==> src/rtl/des_pkg.sv <==
// des_pkg: shared DES datapath constants and helpers
package des_pkg;
  localparam int DES_BLOCK_W = 64;
  function automatic int ptr_w(input int depth);
    return (depth > 1) ? $clog2(depth) : 1;
  endfunction
endpackage

==> src/rtl/des_fifo_ram.sv <==
// des_fifo_ram: DEPTH x WIDTH storage with sync write and async read, no reset
module des_fifo_ram
  import des_pkg::*;
#(
  parameter int WIDTH = DES_BLOCK_W,
  parameter int DEPTH = 4,
  parameter int AW    = ptr_w(DEPTH)
) (
  input  logic             clk,
  input  logic             we,
  input  logic [AW-1:0]    waddr,
  input  logic [WIDTH-1:0] wdata,
  input  logic [AW-1:0]    raddr,
  output logic [WIDTH-1:0] rdata
);
  logic [WIDTH-1:0] mem [DEPTH];
  always_ff @(posedge clk)
    if (we) mem[waddr] <= wdata;
  assign rdata = mem[raddr];
endmodule

==> src/rtl/des_block_fifo.sv <==
// des_block_fifo: first-word-fall-through ready/valid buffer for DES blocks
module des_block_fifo
  import des_pkg::*;
#(
  parameter int WIDTH    = DES_BLOCK_W,
  parameter int DEPTH    = 4,
  parameter int AF_LEVEL = 3,
  parameter int AW       = ptr_w(DEPTH),
  parameter int LW       = $clog2(DEPTH + 1)
) (
  input  logic             clk,
  input  logic             rst,
  input  logic             flush,
  input  logic             in_valid,
  output logic             in_ready,
  input  logic [WIDTH-1:0] in_data,
  output logic             out_valid,
  input  logic             out_ready,
  output logic [WIDTH-1:0] out_data,
  output logic [LW-1:0]    level,
  output logic             almost_full
);
  logic [AW-1:0]    wr_ptr, rd_ptr;
  logic [WIDTH-1:0] rdata;
  logic             push, pop;
  assign in_ready    = level != LW'(DEPTH);
  assign out_valid   = level != '0;
  assign almost_full = level >= LW'(AF_LEVEL);
  assign push        = in_valid && in_ready && !flush && !rst;
  assign pop         = out_valid && out_ready && !flush && !rst;
  // Gate storage so stale entries never leak out while empty
  assign out_data    = out_valid ? rdata : '0;
  des_fifo_ram #(.WIDTH(WIDTH), .DEPTH(DEPTH), .AW(AW)) u_ram (
    .clk  (clk),
    .we   (push),
    .waddr(wr_ptr),
    .wdata(in_data),
    .raddr(rd_ptr),
    .rdata(rdata)
  );
  always_ff @(posedge clk) begin
    if (rst || flush) begin
      wr_ptr <= '0;
      rd_ptr <= '0;
      level  <= '0;
    end else begin
      if (push) wr_ptr <= (wr_ptr == AW'(DEPTH - 1)) ? '0 : wr_ptr + 1'b1;
      if (pop) rd_ptr <= (rd_ptr == AW'(DEPTH - 1)) ? '0 : rd_ptr + 1'b1;
      if (push && !pop) level <= level + 1'b1;
      else if (pop && !push) level <= level - 1'b1;
    end
  end
endmodule
==> config.mk <==
export PLATFORM = sky130hd
export DESIGN_NAME = des_block_fifo
export DESIGN_NICKNAME = d
export VERILOG_FILES = /design/src/rtl/des_pkg.sv /design/src/rtl/des_fifo_ram.sv /design/src/rtl/des_block_fifo.sv
export SDC_FILE = /design/constraint.sdc
export NUM_CORES = 1
export LEC_CHECK = 0
export BUFFER_PORTS_ARGS = -buffer_cell sky130_fd_sc_hd__buf_4
export CORE_AREA = 5 5 166 136
export DETAILED_ROUTE_END_ITERATION = 7
export DIE_AREA = 0 0 171 141
export MAX_ROUTING_LAYER = met4
export PLACE_DENSITY_LB_ADDON = 0.08
export SYNTH_ARGS = -nofsm -noshare
export SYNTH_HDL_FRONTEND = slang
export SYNTH_SLANG_ARGS = --single-unit
==> constraint.sdc <==
create_clock -name clk -period 6.4 [get_ports clk]
set_input_delay 1.28 -clock clk [delete_from_list [all_inputs] [get_ports clk]]
set_output_delay 1.28 -clock clk [all_outputs]
set_load 0.01 [all_outputs]
==> Yosys cells after proc, flatten, opt, wreduce, memory -nomap -nowiden <==
Memory sizes are Yosys's and may differ from the RTL's. A register that Yosys moved wholly into a read port is not among the register bits.
Cells that the tools add are included.
{ "totals": {"latch_bits": 0, "n_memories": 1, "elab_cells": 36, "romBits": 0, "out_inout_bits": 70, "input_bits": 69, "register_bits": 7, "mem_bits_rw": 256} }
{ "memory_table": {"columns": ["name", "depth", "word_bits", "read_ports", "rd_ports_with_merged_regs", "wr", "line_no", "source"], "rows": [
  ["u_ram.mem", 4, 64, 1, 1, 1, "des_fifo_ram.sv:16", "logic [WIDTH-1:0] mem [DEPTH];"]
]} }
{ "op_classes": {"n_mul": 0, "shifts": 0, "addsub": 4, "eq_ne": 3, "n_div": 0, "muxes": 9, "n_reduce_logical": 15, "bitwise": 0, "order_cmp": 1} }
{ "op_table": {"columns": ["cell", "n"], "rows": [
  ["64-bit 2-to-1 mux", 1],
  ["1-bit logical AND", 8],
  ["2-bit 2-to-1 mux", 4],
  ["3-bit 2-to-1 mux", 2],
  ["2-bit by 1-bit adder with 2-bit output, second input constant", 2],
  ["2-bit equality test, second input constant", 2],
  ["1-bit logical NOT", 4],
  ["3-bit by 1-bit adder with 3-bit output, second input constant", 1],
  ["3-bit by 2-bit >= comparator with 1-bit output, second input constant", 1],
  ["3-bit != test, second input constant", 1],
  ["3-bit nonzero test", 1],
  ["3-bit by 1-bit subtractor with 3-bit output, second input constant", 1],
  ["1-bit 2-to-1 mux", 2],
  ["2-bit nonzero test", 1],
  ["1-bit logical OR", 1]
]} }

==> Longest topological paths before layout <==
Gate-level depths: netlist (run 1).
{ "depth": {"depth_word": 8, "ltp_mapped": 9, "mapped_depth_nobuf": 8} }

==> Modules after synthesis <==
A second synthesis (run 1) with hierarchy kept.
{ "unflattened": {"hier_cells": 450, "area_unflattened_um2": 10231.1} }
{ "modules_own_cells": {"columns": ["module", "cells_each", "area_each_um2", "seq_area_each_um2", "n_inst"], "rows": [
  ["des_fifo_ram", 338, 9341.5, 7687.4, 1],
  ["des_block_fifo", 112, 889.6, 140.1, 1]
]} }

==> Least setup slack after synthesis (run 1) <==
No wires, ideal clock.
{ "synth_path": {"kind": "input port to flip-flop", "startpoint": "in rst", "endpoint": "mem u_ram.mem[0][0] (netlist bit), enable pin", "setup_ns": 0.429, "slack_ns": 2.632, "path_stages": 2, "required_time_ns": 5.971, "t_arrival_ns": 3.339, "n_path_buf": 0, "cell_sequence": "nor3b_1 > and3_1"} }
{ "synth_between": {"elab_chain_len": 4} }
{ "synth_rtl": {"columns": ["element", "line_no", "source"], "rows": [
  ["from (decl)", "des_block_fifo.sv:12", "input logic rst,"],
  ["1-bit logical NOT", "des_block_fifo.sv:29", "assign push = in_valid && in_ready && !flush && !rst;"],
  ["1-bit logical AND", "des_block_fifo.sv:29", null],
  ["1-bit 2-to-1 mux", "des_fifo_ram.sv:18", "if (we) mem[waddr] <= wdata;"],
  ["1-bit 2-to-1 mux (implied by the code)", "des_fifo_ram.sv:18", null],
  ["to (decl)", "des_fifo_ram.sv:16", null]
]} }
No other way between the ends.

==> results of run 1 <==
## routing by layer
layer  GRT usage  vias to the layer above
met3      0.0342                       31
met1       0.222                     2490
met4      0.0338                        0
li1            -                     2151
met5           -                        -
met2       0.257                      120
## placed cells by master, fill, tap and decap left out, types with 3 or more instances in the layout
cell,instances
inv_1,3
clkbuf_1,9
mux4_2,60
ha_1,6
nor2_1,3
a21oi_1,3
mux4_1,4
dfxtp_1,7
edfxtp_1,256
nand3_1,3
clkbuf_16,27
clkinv_1,6
buf_4,140
and3_4,4
and2_1,64
## worst max path at each step
stage	from	slack, ps	to	depth (start not counted)
2_1_floorplan	rst	2630	u_ram.mem[0][0]	2
3_3_place_gp	flip-flop	2620	out_data[32]	4
3_5_place_dp	flip-flop	2620	out_data[41]	4
4_1_cts	flip-flop	2050	out_data[27]	4
5_1_grt	flip-flop	1920	out_data[27]	4
6_report	flip-flop	2190	out_data[27]	4
## logic make-up (layout without fill, tap and decap cells)
| group | count (synthesis) | count (layout) | synth area share |
|---|---|---|---|
| AO/OA/AOI/OAI | 8 | 8 | 0.00587 |
| XOR/XNOR | 2 | 2 | 0.00171 |
| adder cells (fa/ha/maj) | 7 | 7 | 0.00929 |
| buffers and inverters | 26 | 191 | 0.0208 |
| flip-flops | 265 | 265 | 0.769 |
| multiplexers | 65 | 65 | 0.143 |
| other | 0 | 1 | 0 |
| AND/OR/NAND/NOR | 84 | 84 | 0.0504 |
## final cells by class
cell class,instances,area [um2],area share
Inverter,3,11.3,0.000916
Clock buffer,38,737,0.0600
Clock inverter,10,92.6,0.00753
Sequential cell,265,7880,0.641
Timing Repair Buffer,140,1050,0.0855
Antenna cell,1,2.50,0.000204
Tap cell,275,344,0.0280
Multi-Input combinational cell,166,2180,0.177
## tightest hold or removal path: stages (launching register included)
cell and delay, ps:
dfxtp_1 310, nand2_1 60, a21oi_1 70
## registers in the layout, summed over array words and instances (netlist names), named ones only
signal / flops
wr_ptr: 2
level: 3
rd_ptr: 2
u_ram.mem: 256
## where the power goes
group          total (mW)  internal (mW)  switching [mW]
Combinational       0.154         0.0797          0.0747
Clock                1.47          0.875           0.598
Sequential           1.93           1.92         0.00834
## metrics by stage
stage | hold slack [ps] | setup slack (ps) | utilization
finish | 482 | 2190 | 0.586
global route | 506 | 1920 | 0.586
CTS | 474 | 2050 | 0.586
detailed placement | 464 | 2620 | 0.547
global placement | 454 | 2620 | 0.547
floorplan | 454 | 2630 | -
==> flow_metrics.tcl, run 1 <==
set metrics [dict create \
    post_dp_cell_area_um2 11500 \
    finalSetupTns_ps 0 \
    path_common_cell "buf_4" \
    hp-start "rd_ptr[1]" \
    wire_per_inst_um 21.1 \
    wirelength_mm 18.9 \
    post-cts-setup-buffer-count 0 \
    r2r_start "level[0]" \
    skew_ps 9.74 \
    async_flop_share 0 \
    dp_hpwl_mm 10.4 \
    critPathCaptureType "primary output" \
    htree_levels 1 \
    cap_violations 0 \
    avgSynthCellArea_um2 22.4 \
    synthFlopType "edfxtp_1" \
    crit_buf_inv 2 \
    hold_viol_final 0 \
    cts-root-buf "clkbuf_16" \
    cts_tree "yes" \
    arrival_ps 2930 \
    wl_met3_mm 1.05 \
    die_y_um 141 \
    hp-class "flip-flop to flip-flop" \
    rsz0062_at_grt "false" \
    synthToLayoutAreaGrowth_pct 20.1 \
    seq_area_frac_synth 0.769 \
    dieArea_um2 24100 \
    cp_top_family "flip-flops" \
    firstDrtPassIters 4 \
    core.rowCount 48 \
    met2_length_mm 9.24 \
    synth_area_leaders "edfxtp_1 75%, mux4_2 13%, and2_1 3.9%" \
    grt_pass1_wl_mm 29.2 \
    synth_fp_nets 533 \
    hold_depth 2 \
    gp_congestion 0.668 \
    start_util 0.488 \
    viasPerCell 5.34 \
    p_total_mw 3.56 \
    grt_pass1_vias 5176 \
    design_area_um2 12300 \
    yosys_warnings 0 \
    slew_headroom 0.305 \
    synth_top_cells_by_count "256 x edfxtp_1, 64 x and2_1, 60 x mux4_2" \
    placement.io_buffers 138 \
    final_antenna_net_count 0 \
    slew_viol_final 0 \
    worstPathCellList "buf_4 -> mux4_2 -> and2_1 -> buf_4" \
    yosysTopAreaCellShare 0.751 \
    syn_inst 457 \
    crit_required_ps 5120 \
    synth_area_leader_cell "edfxtp_1" \
    final_nets 679 \
    m1WireLength_mm 8.25 \
    vias 4792 \
    overflow 0 \
    synth.distinct_cells 29 \
    period_share 0.657 \
    leakage_nw 4.17 \
    core-area_um2 21000 \
    yosys_register_bits 265 \
    track_usage 0.162 \
    status "complete, no violations" \
    io_pins 139 \
    period_needed_ps 4210 \
    layout-drive-gt1-share 0.394 \
    stdcell_count 898 \
    dp.cells 849 \
    ir_drop_mv 0.150 \
    finalSetupViolations 0 \
    reg2reg_to "level[2]" \
    cts-hold-fix-buffers 0 \
    worst_pin_slew_ps 1040 \
    grt_max_degree 65 \
    drtIter0Drc 213 \
    yosysMostFrequentCell "edfxtp_1" \
    path_class "flip-flop to primary output" \
    clock-sinks 265 \
    cts_resized 0 \
    drc 0 \
    numCtsBuffers 27 \
    regToRegSetupSlack_ps 4030 \
    antenna_found_initial 1 \
    clk_latency_ps 510 \
    start_kind "flip-flop" \
    power.density_nw_per_um2 290 \
    cts.path.max_buffers 3 \
    syn_area_um2 10200 \
    synth-edff-count 256 \
    worstRegToRegCells 8 \
    slowest_delay_ps 970 \
    crit_fanout 44 \
    die_w_um 171 \
    clkTransAtPathRegs_ps 60 \
    cpMaxStageDelayCell "dfxtp_4" \
    fmax_mhz 238 \
    top_layer "met4" \
    fillers 1585 \
]
No activity file was read; power rests on OpenSTA's default activity.
==> run 2, diff against run 1 <==
==> constraint.sdc (replaced) <==
create_clock -name clk -period 3.65 [get_ports clk]
set_input_delay 0.73 -clock clk [delete_from_list [all_inputs] [get_ports clk]]
set_output_delay 0.73 -clock clk [all_outputs]
set_load 0.01 [all_outputs]
==> run 2 against run 1 <==
Against the previous run:
- final area rose by 1.8%
- clock power rose by 88%
- register-to-register slack got worse by 2700 ps
- largest power group unchanged
- highest routed layer unchanged
- combinational power rose by 82%
==> flow_metrics.tcl, run 2 (synthesis gave the netlist of run 1 again) <==
set metrics [dict create \
    clock-sinks 265 \
    clk_latency_ps 520 \
    final_common_cell "edfxtp_1" \
    placement.io_buffers 138 \
    reg.largest.list "u_ram.mem x256, level x3" \
    antenna_found_initial 1 \
    overflow 0 \
    dp.cells 859 \
    cts_resized 0 \
    finalSetupViolations 0 \
    layout-drive-gt1-share 0.411 \
    holdWs_ps 408 \
    cap_violations 0 \
    critPathCaptureType "primary output" \
    leakage_nw 4.28 \
    cts_tree "yes" \
    rsz0062_at_grt "false" \
    hp-start "in_data[38]" \
    grt_pass1_vias 5377 \
    io_pins 139 \
    wire_per_inst_um 21.5 \
    status "complete, no violations" \
    worstRegToRegCells 8 \
    synthToLayoutAreaGrowth_pct 22.2 \
    slew_viol_final 0 \
    design_area_um2 12500 \
    gp_congestion 0.712 \
    worst_pin_slew_ps 638 \
    skew_ps 5.98 \
    post-cts-setup-buffer-count 0 \
    top_register "u_ram.mem" \
    cp_top_family "simple AND/OR/NAND/NOR gates" \
    die_w_um 171 \
    start_util 0.488 \
    reg2reg_to "level[2]" \
    finalSetupTns_ps 0 \
    final_antenna_net_count 0 \
    setup_slack_ps 515 \
    final_core_util 0.597 \
    core.rowCount 48 \
    final_nets 688 \
    dieArea_um2 24100 \
    start_kind "flip-flop" \
    dp_hpwl_mm 11.7 \
    viasPerCell 5.36 \
    firstDrtPassIters 4 \
    numCtsBuffers 26 \
    stdcell_count 908 \
    path_class "flip-flop to primary output" \
    whs_endpoint "u_ram.mem[2][38]" \
    core-area_um2 21000 \
    drtIter0Drc 284 \
    wirelength_mm 19.5 \
    worstPathCellList "or3_2 -> buf_4 -> and2_1 -> buf_4" \
    period_needed_ps 3140 \
    p_total_mw 6.42 \
    post_dp_cell_area_um2 11600 \
    largest_reg_flops 256 \
    r2r_start "level[0]" \
    grt_max_degree 37 \
    fmax_mhz 319 \
    slew_headroom 0.574 \
    cts-root-buf "clkbuf_16" \
    vias 4871 \
    htree_levels 1 \
    crit_buf_inv 2 \
    hold_viol_final 0 \
    regToRegSetupSlack_ps 1290 \
    track_usage 0.166 \
    arrival_ps 2410 \
    crit_required_ps 2920 \
    ir_drop_mv 0.355 \
    final_cell_mix "256 x edfxtp_1, 144 x buf_4, 64 x and2_1, 60 x mux4_2, 27 x clkbuf_16" \
    slowest_delay_ps 810 \
    cpMaxStageDelayCell "or3_2" \
    path_common_cell "buf_4" \
    clkTransAtPathRegs_ps 60 \
    cts.path.max_buffers 3 \
    dp_slack_ps 995 \
    die_y_um 141 \
    grt_pass1_wl_mm 30.0 \
    hold_depth 1 \
    power.density_nw_per_um2 514 \
    period_share 0.859 \
    crit_fanout 31 \
    hp-class "primary input to flip-flop" \
    cts-hold-fix-buffers 0 \
    drc 0 \
]
[run 2: worst max-delay path by stage]
stage,slack [ps],to,depth (start not counted),from
after floorplan,430,u_ram.mem[0][0],2,rst
after global placement,1030,level[2],10,rst
after detailed placement,1000,level[2],10,rst
after CTS,470,out_data[18],4,level[0]
after global routing,390,out_data[12],4,flip-flop
final,510,out_data[18],4,level[0]
[run 2: where the power goes]
part           leakage, nW  switching [mW]  internal [mW]
Combinational         1.45           0.135          0.146
Clock                0.439            1.06           1.70
Sequential            2.39          0.0125           3.37
[run 2: final cells by class]
class                      count  area [um2]
timing repair buffer         150        1200
clock buffer                  38         747
tap                          275         344
antenna                        1        2.50
multi-input combinational    166        2180
clock inverter                10         148
fill                        1538        8460
sequential                   265        7880
inverter                       3        11.3
[run 2: routing by layer]
metal / GRT usage / up-vias / wire (um)
met5: - / - / 0
met4: 0.0350 / 0 / 339
met3: 0.0342 / 32 / 1000
met2: 0.266 / 121 / 9630
met1: 0.224 / 2538 / 8540
li1: - / 2180 / -
[run 2: worst register-to-register path, delay by kind of cell, from the launching register on]
| kind | cells | cell delay [ps] |
|---|---|---|
| AO/OA/AOI/OAI | 2 | 620 |
| XOR/XNOR | 1 | 180 |
| adder cells (fa/ha/maj) | 2 | 530 |
| buffers and inverters | 1 | 60 |
| flip-flops | 1 | 400 |
| AND/OR/NAND/NOR | 2 | 500 |
==> run 3, diff against run 2 <==
--- a/config.mk
+++ b/config.mk
@@ -7,6 +7,7 @@
 export LEC_CHECK = 0
 export BUFFER_PORTS_ARGS = -buffer_cell sky130_fd_sc_hd__buf_4
 export CORE_AREA = 5 5 166 136
+export CTS_CLUSTER_DIAMETER = 100
 export DETAILED_ROUTE_END_ITERATION = 7
 export DIE_AREA = 0 0 171 141
 export MAX_ROUTING_LAYER = met4
==> constraint.sdc (replaced) <==
create_clock -name clk -period 2.65 [get_ports clk]
set_input_delay 0.53 -clock clk [delete_from_list [all_inputs] [get_ports clk]]
set_output_delay 0.53 -clock clk [all_outputs]
set_load 0.01 [all_outputs]
==> run 3 against run 2 <==
Against the previous run:
- largest cell class unchanged
- register-to-register slack worse by 980 ps
- clock-buffer cell count down 1
- worst hold slack worse by 190 ps
- final cell count up 0.77%
- clock skew up 6.5 ps
- global-route usage down 0.11 points
- die area unchanged
- combinational power up 46%
- wire length down 0.63%
- critical endpoint is now out_data[55]
- first-iteration DRC count down 6.7%
- utilization up 0.51 points
- sequential share of layout area down 0.52 points
- critical path type unchanged
==> flow_metrics.tcl, run 3 (synthesis gave the netlist of run 1 again) <==
set metrics [dict create \
    core-area_um2 21000 \
    stdcell_count 915 \
    period_share 0.976 \
    grt_pass1_wl_mm 29.8 \
    finalSetupViolations 0 \
    slew_headroom 0.718 \
    clk_latency_ps 510 \
    fmax_mhz 387 \
    viasPerCell 5.30 \
    hp-class "primary input to flip-flop" \
    slowest_delay_ps 530 \
    cpMaxStageDelayCell "or3_2" \
    rsz0062_at_grt "true" \
    reg2reg_to "level[2]" \
    drtIter0Drc 265 \
    status "complete, no violations" \
    power.density_nw_per_um2 664 \
    regToRegSetupSlack_ps 310 \
    post_dp_cell_area_um2 11700 \
    final_common_cell "edfxtp_1" \
    clock-sinks 265 \
    final_antenna_net_count 0 \
    firstDrtPassIters 4 \
    cts_tree "yes" \
    die_y_um 141 \
    wire_per_inst_um 21.2 \
    post-cts-setup-buffer-count 0 \
    final_cell_mix "256 x edfxtp_1, 138 x buf_4, 62 x mux4_2, 53 x and2_1, 28 x clkbuf_16" \
    leakage_nw 4.30 \
    track_usage 0.165 \
    period_needed_ps 2590 \
    design_area_um2 12600 \
    dp.cells 866 \
    wirelength_mm 19.4 \
    core.rowCount 48 \
    crit_buf_inv 2 \
    crit_fanout 66 \
    r2r_start "level[2]" \
    cap_violations 0 \
    dieArea_um2 24100 \
    die_w_um 171 \
    top_register "u_ram.mem" \
    hold_viol_final 0 \
    numCtsBuffers 27 \
    p_total_mw 8.37 \
    setup_slack_ps 64.0 \
    worst_pin_slew_ps 419 \
    critical_path.endpoint "out_data[55]" \
    worstPathCellList "or3_2 -> buf_12 -> and2_1 -> buf_4" \
    antenna_found_initial 0 \
    skew_ps 12.5 \
    overflow 0 \
    path_class "flip-flop to primary output" \
    cp_top_family "simple AND/OR/NAND/NOR gates" \
    vias 4849 \
    gp_congestion 0.776 \
    dp_hpwl_mm 11.7 \
    htree_levels 1 \
    largest_reg_flops 256 \
    reg.largest.list "u_ram.mem x256, level x3" \
    slew_viol_final 0 \
    cp_num_cells 4 \
    cts.path.max_buffers 3 \
    start_util 0.488 \
    drc 0 \
    io_pins 139 \
    crit_start "level[2]" \
    start_kind "flip-flop" \
    crit_required_ps 2120 \
    grt_max_degree 67 \
    layout-drive-gt1-share 0.433 \
    final_nets 697 \
    holdWs_ps 214 \
    critPathCaptureType "primary output" \
    diodes 0 \
    clkTransAtPathRegs_ps 60 \
    fillers 1547 \
    placement.io_buffers 138 \
    synthToLayoutAreaGrowth_pct 23.2 \
    ir_drop_mv 0.505 \
    grt_pass1_vias 5324 \
    cts-root-buf "clkbuf_16" \
    arrival_ps 2060 \
    worstRegToRegCells 8 \
    dp_slack_ps 167 \
]
-- run 3: routing by layer --
metal / GRT usage / share of wire / up-vias
met3: 0.0342 / 0.066 / 31
met2: 0.273 / 0.50 / 136
met1: 0.215 / 0.41 / 2483
met4: 0.0317 / 0.018 / 0
met5: - / 0 / -
li1: - / - / 2199
-- run 3: power by group --
part / internal, mW / leakage [nW] / switching [mW]
clock: 1.88 / 0.374 / 1.43
combinational: 0.217 / 1.54 / 0.192
sequential: 4.64 / 2.39 / 0.0140
total: 6.74 / 4.30 / 1.63
-- run 3: final cells by class --
| type | count | area [um2] | share of cell area |
|---|---|---|---|
| Sequential cell | 265 | 7880 | 0.625 |
| Clock inverter | 11 | 57.6 | 0.00456 |
| Tap cell | 275 | 344 | 0.0273 |
| Timing Repair Buffer | 158 | 1410 | 0.112 |
| Clock buffer | 37 | 713 | 0.0566 |
| Inverter | 3 | 11.3 | 0.000893 |
| Multi-Input combinational cell | 166 | 2200 | 0.174 |
-- run 3: how the worst min path moves through the flow --
stage	from	endpoint	slack (ps)	cells past startpoint
6_report	in_data[4]	u_ram.mem[2][4]	210	1
5_1_grt	in_data[9]	u_ram.mem[0][9]	190	1
4_1_cts	in_data[46]	u_ram.mem[2][46]	190	1
3_5_place_dp	rd_ptr[1]	flip-flop	480	2
3_3_place_gp	rd_ptr[1]	flip-flop	480	2
2_1_floorplan	rd_ptr[1]	flip-flop	450	2
-- run 3: repair_timing --
item                                    4_1_cts  5_1_grt
resized for setup                             4       23
endpoints found under the setup margin       64       28
pin swaps                                     0        0
hold buffers                                  0        0
cloned                                        0        1
-- run 3: through the flow --
| step | setup TNS (ps) | utilization |
|---|---|---|
| CTS | 0 | 0.598 |
| finish | 0 | 0.602 |
| floorplan | 0 | - |
| global route | -42.7 | 0.602 |
| detailed placement | 0 | 0.560 |
| global placement | 0 | 0.560 |
